[config.mk]
export PLATFORM = sky130hd
export DESIGN_NAME = alu_seq_ctrl
export DESIGN_NICKNAME = d
export VERILOG_FILES = /design/src/rtl/alu_seq_ctrl.sv
export SDC_FILE = /design/constraint.sdc
export NUM_CORES = 1
export LEC_CHECK = 0
export ABC_AREA = 1
export BUFFER_PORTS_ARGS = -buffer_cell sky130_fd_sc_hd__buf_2
export CAP_MARGIN = 10
export CORE_MARGIN = 2
export CORE_UTILIZATION = 59
export CTS_CLUSTER_DIAMETER = 150
export DETAILED_ROUTE_END_ITERATION = 7
export PLACE_DENSITY = 0.92
export SYNTH_ARGS = -nofsm -noshare
export SYNTH_HDL_FRONTEND = slang
export SYNTH_SLANG_ARGS = --single-unit
export TNS_END_PERCENT = 5
[constraint.sdc]
create_clock -name clk -period 3.94 [get_ports clk]
set_clock_uncertainty 0.1 [all_clocks]
set_input_delay 0.197 -clock clk [delete_from_list [all_inputs] [get_ports clk]]
set_output_delay 0.197 -clock clk [all_outputs]
set_load 0.02 [all_outputs]
[src/rtl/alu_seq_ctrl.sv]
// alu_seq_ctrl: ALU control decoder that sequences shifts into 8/2/1 steps and holds MULTU for MULT_CYCLES
module alu_seq_ctrl #(
   parameter int SHAMT_W     = 5,
   parameter int MULT_CYCLES = 4
) (
   input  logic               clk,
   input  logic               reset,
   input  logic               start,
   input  logic [4:0]         ALUop,
   input  logic [5:0]         functionCode,
   input  logic [SHAMT_W-1:0] Shamt,
   output logic [5:0]         ALUctrl,
   output logic               feedback,
   output logic               stall,
   output logic               done
);
   localparam int MW = MULT_CYCLES > 1 ? $clog2(MULT_CYCLES) : 1;
   typedef enum logic [1:0] {IDLE, SHIFT, MULT} state_t;
   state_t state, state_n;
   logic [SHAMT_W-4:0] r8, r8_n, a8, b8;
   logic [1:0] r2, r2_n, a2, b2, kind, kind_n, sk;
   logic r1, r1_n, a1, b1, s8, s2, last;
   logic [MW-1:0] mcnt, mcnt_n;
   logic [5:0] code, step_code, ctrl_n;
   logic fb_n, stall_n, done_n, is_shift, is_mult;
   always_comb begin
      code = 6'h0;
      case (ALUop)
         5'd0: code = 6'h2;
         5'd1: code = 6'h6;
         5'd2:
            case (functionCode)
               6'h20: code = 6'h2;
               6'h21: code = 6'h3;
               6'h23: code = 6'h6;
               6'h25: code = 6'h1;
               6'h26: code = 6'h4;
               6'h2A: code = 6'h7;
               6'h2B: code = 6'h8;
               6'h19: code = 6'h13;
               default: code = 6'h0;
            endcase
         5'd3: code = 6'h3;
         5'd5: code = 6'h1;
         5'd6: code = 6'h4;
         5'd7: code = 6'h7;
         5'd8: code = 6'h8;
         5'd9: code = 6'h9;
         default: code = 6'h0;
      endcase
   end
   assign is_shift = ALUop == 5'd2 && (functionCode == 6'h00 || functionCode == 6'h02 || functionCode == 6'h03) && Shamt != '0;
   assign is_mult  = ALUop == 5'd2 && functionCode == 6'h19 && MULT_CYCLES > 1;
   // One step picker serves both the accept edge (fresh Shamt) and later steps (remaining counts)
   assign a8 = state == SHIFT ? r8 : Shamt[SHAMT_W-1:3];
   assign a2 = state == SHIFT ? r2 : Shamt[2:1];
   assign a1 = state == SHIFT ? r1 : Shamt[0];
   assign sk = state == SHIFT ? kind : functionCode[1:0];
   assign s8 = a8 != '0;
   assign s2 = !s8 && a2 != 2'd0;
   assign b8 = a8 - (SHAMT_W-3)'(s8);
   assign b2 = a2 - 2'(s2);
   assign b1 = (s8 || s2) ? a1 : 1'b0;
   assign last = b8 == '0 && b2 == 2'd0 && !b1;
   assign step_code = (sk == 2'd0 ? 6'hA : sk == 2'd2 ? 6'hD : 6'h10) + (s8 ? 6'd2 : s2 ? 6'd1 : 6'd0);
   always_comb begin
      state_n = state;
      r8_n = r8;
      r2_n = r2;
      r1_n = r1;
      kind_n = kind;
      mcnt_n = mcnt;
      ctrl_n = 6'h0;
      fb_n = 1'b0;
      stall_n = 1'b0;
      done_n = 1'b0;
      case (state)
         IDLE:
            if (start) begin
               if (is_shift) begin
                  ctrl_n = step_code;
                  stall_n = !last;
                  done_n = last;
                  {r8_n, r2_n, r1_n} = {b8, b2, b1};
                  kind_n = sk;
                  state_n = last ? IDLE : SHIFT;
               end else if (is_mult) begin
                  ctrl_n = 6'h13;
                  stall_n = 1'b1;
                  mcnt_n = MW'(MULT_CYCLES - 1);
                  state_n = MULT;
               end else begin
                  ctrl_n = code;
                  done_n = 1'b1;
               end
            end
         SHIFT: begin
            ctrl_n = step_code;
            fb_n = 1'b1;
            stall_n = !last;
            done_n = last;
            {r8_n, r2_n, r1_n} = {b8, b2, b1};
            state_n = last ? IDLE : SHIFT;
         end
         MULT: begin
            ctrl_n = 6'h13;
            stall_n = mcnt != MW'(1);
            done_n = mcnt == MW'(1);
            mcnt_n = mcnt - MW'(1);
            state_n = mcnt == MW'(1) ? IDLE : MULT;
         end
         default: state_n = IDLE;
      endcase
   end
   always_ff @(posedge clk) begin
      if (reset) begin
         state <= IDLE;
         r8 <= '0;
         r2 <= 2'd0;
         r1 <= 1'b0;
         kind <= 2'd0;
         mcnt <= '0;
         ALUctrl <= 6'h0;
         feedback <= 1'b0;
         stall <= 1'b0;
         done <= 1'b0;
      end else begin
         state <= state_n;
         r8 <= r8_n;
         r2 <= r2_n;
         r1 <= r1_n;
         kind <= kind_n;
         mcnt <= mcnt_n;
         ALUctrl <= ctrl_n;
         feedback <= fb_n;
         stall <= stall_n;
         done <= done_n;
      end
   end
endmodule

==> metrics.yaml <==
status: "finished clean"
seqCellArea_um2: 400.4
die_area_um2: 2811
yosys.cell_types.count: 28
synth_top_area_share_pct: 28.24
rsz0062_at_grt: "false"
grt_pass1_wl_um: 5368
arrival_ns: 2.96
cts_setup_buffers: 0
yosysTopAreaCell: "dfxtp_1"
antenna_found_initial: 0
avgViaCountPerCell: 5.314
netlist_area_um2: 1418
drt-total-wl_um: 3118
synth_edf_count: 0
grt-ovfl-total: 0
cp_max_fo: 12
drt_iter0_drc: 58
fin_crit_ns: 2.854
cts.path.max_buffers: 2
setup_violations: 0
place.port_buffers: 27
tightest_slew_ns: 0.4869
fillers: 196
wl_met1_um: 1389
grt_pass1_vias: 1301
cts_root_buffer: "clkbuf_4"
period_share_pct: 72.44
path_class: "register to register"
utilization_pct: 72.55
start_util_pct: 63.47
diodes: 0
drive_gt1_share_pct: 16.47
path_clk_slew_ns: 0.12
fin_ws_ns: 1.086
fp.dieW_um: 53.02
dr_wl_met2_um: 1426
synth.avg_cell_area_um2: 6.245
syn-instance-count: 227
worst_setup_path_start_kind: "register"
total_power_uw: 442.4
setup_tns_ns: 0
dpl_cell_area_um2: 1568
yosys_warnings: 0
dr_wl_met3_um: 258
cts_hold_buf: 0
drtAntennaViolNets: 0
syn2layout_area_growth_pct: 14.30
cts_tree: "built"
htreeDepth: 1
die_h_um: 53.02
rows: 17
grt_max_degree: 13
synth-seq-cells: 20
cts_inserted_buffers: 3
ioPinCount: 28
dp_hpwl_um: 2407
async_flop_share_pct: 0
clock_latency_ns: 0.30
fmax_mhz: 350.4
wl_per_cell_um: 11.02
place_congestion: 0.9206
hold_viol: 0
post-place-ws_ns: 1.174
irDropWorstVdd_uv: 323.0
drc: 0
grt_usage_pct: 25.53
first_pass_iters: 5
slew_violations: 0
syn-num-nets: 252
cp.required_ns: 4.04
seq_area_frac_synth_pct: 28.24
ys_top_cells_by_area: "dfxtp_1 (28%), nand2_1 (13%), nand3_1 (11%), inv_1 (9.3%), nor2_1 (8.7%)"
worst_hold_path_type: "primary input to register"
final_area_um2: 1620
core_area_um2: 2233
critPathCaptureType: "register"
multi_input_area_um2: 858.3
synth-main-ff-cell: "dfxtp_1"
fin_nets: 281
cts_sinks: 20
p_leak_nw: 0.8695
slew_headroom_pct: 67.20
cap_violations: 0
vias: 1504
cts_resized: 0
powerDensity_nw_per_um2: 273.0
top_layer: "met4"
[cells in the mapped netlist, types with 2 or more instances]
cell type / count
o21bai_1: 2
o21ai_0: 13
a21oi_1: 12
nand2_4: 2
o31ai_1: 2
inv_2: 2
inv_1: 35
nand4_1: 4
a211oi_1: 3
o211ai_1: 2
or2_2: 2
nor2_1: 33
nand2_1: 48
ha_1: 5
dfxtp_1: 20
nand3_1: 30
[state kept, by name, indices dropped and copies added (netlist names)]
register  count
r1            1
stall         1
state         2
r2            2
r8            2
ALUctrl       6
feedback      1
kind          2
mcnt          2
done          1
[layout by cell type, fill, tap and decap left out]
| cell | instances |
|---|---|
| a211oi_1 | 3 |
| a21boi_0 | 1 |
| a21oi_1 | 12 |
| a31oi_1 | 1 |
| buf_2 | 27 |
| bufinv_16 | 1 |
| clkbuf_4 | 3 |
| conb_1 | 1 |
| dfxtp_1 | 20 |
| fa_1 | 1 |
| ha_1 | 5 |
| inv_1 | 35 |
| inv_2 | 2 |
| nand2_1 | 48 |
| nand2_2 | 1 |
| nand2_4 | 2 |
| nand3_1 | 30 |
| nand3_2 | 1 |
| nand3_4 | 1 |
| nand4_1 | 4 |
| nor2_1 | 33 |
| nor2_2 | 1 |
| nor2_4 | 1 |
| o211ai_1 | 2 |
| o21ai_0 | 13 |
| o21bai_1 | 2 |
| o31ai_1 | 2 |
| or2_2 | 2 |
[through the flow]
step / hold WS, ns / instances
global placement: 0.3443 / 279
CTS: 0.07491 / 283
detailed placement: 0.3527 / 279
finish: 0.07539 / 283
global route: 0.08860 / 283
floorplan: 0.2546 / 227
[critical path, stage by stage, from the launching register on]
cell and delay, ns:
dfxtp_1 0.58, nand2_2 0.24, o21ai_0 0.46, nor2_1 0.12, ha_1 0.24, fa_1 0.37, ha_1 0.32, inv_1 0.06
nor2_1 0.04, o21ai_0 0.15, a21oi_1 0.08
[worst paths after layout]
path / start / end / slack [ns] / depth (start not counted)
max: state[0]$_SDFFE_PP0P_ / ALUctrl[2]$_SDFF_PP0_ / 1.09 / 10
min: start / ALUctrl[0]$_SDFF_PP0_ / 0.08 / 3
max reg2reg: state[0]$_SDFFE_PP0P_ / ALUctrl[2]$_SDFF_PP0_ / 1.09 / 10
min reg2reg: kind[1]$_SDFFE_PP0P_ / kind[1]$_SDFFE_PP0P_ / 0.38 / 2
[area by class of cell]
class	count	share of cell area, %
Clock inverter	1	1.853
Timing Repair Buffer	27	8.340
Multi-Input combinational cell	167	52.97
Tap cell	28	2.162
Inverter	37	8.571
Clock buffer	3	1.390
Sequential cell	20	24.71
[power breakdown]
group          internal [mW]  switching (mW)
registers              0.204        0.000418
logic                 0.0236          0.0440
clock network          0.103          0.0675
total                  0.330           0.112
[cells by family (layout without fill, tap and decap cells)]
group | Yosys count | after routing | share of synthesized area [%]
DFF | 20 | 20 | 28.24
other | 1 | 1 | 0.2645
buffers and inverters | 40 | 68 | 11.21
adders and majority gates | 6 | 6 | 5.825
AOI/OAI and AO/OA | 36 | 36 | 14.56
and+or+nand+nor | 124 | 124 | 39.89
[layer usage]
layer	vias to the layer above	global-route usage (%)
met5	-	0
met4	0	6.410
met3	6	5.650
met2	67	41.04
met1	642	34.49
li1	789	-
(Power assumes the default switching activity.)
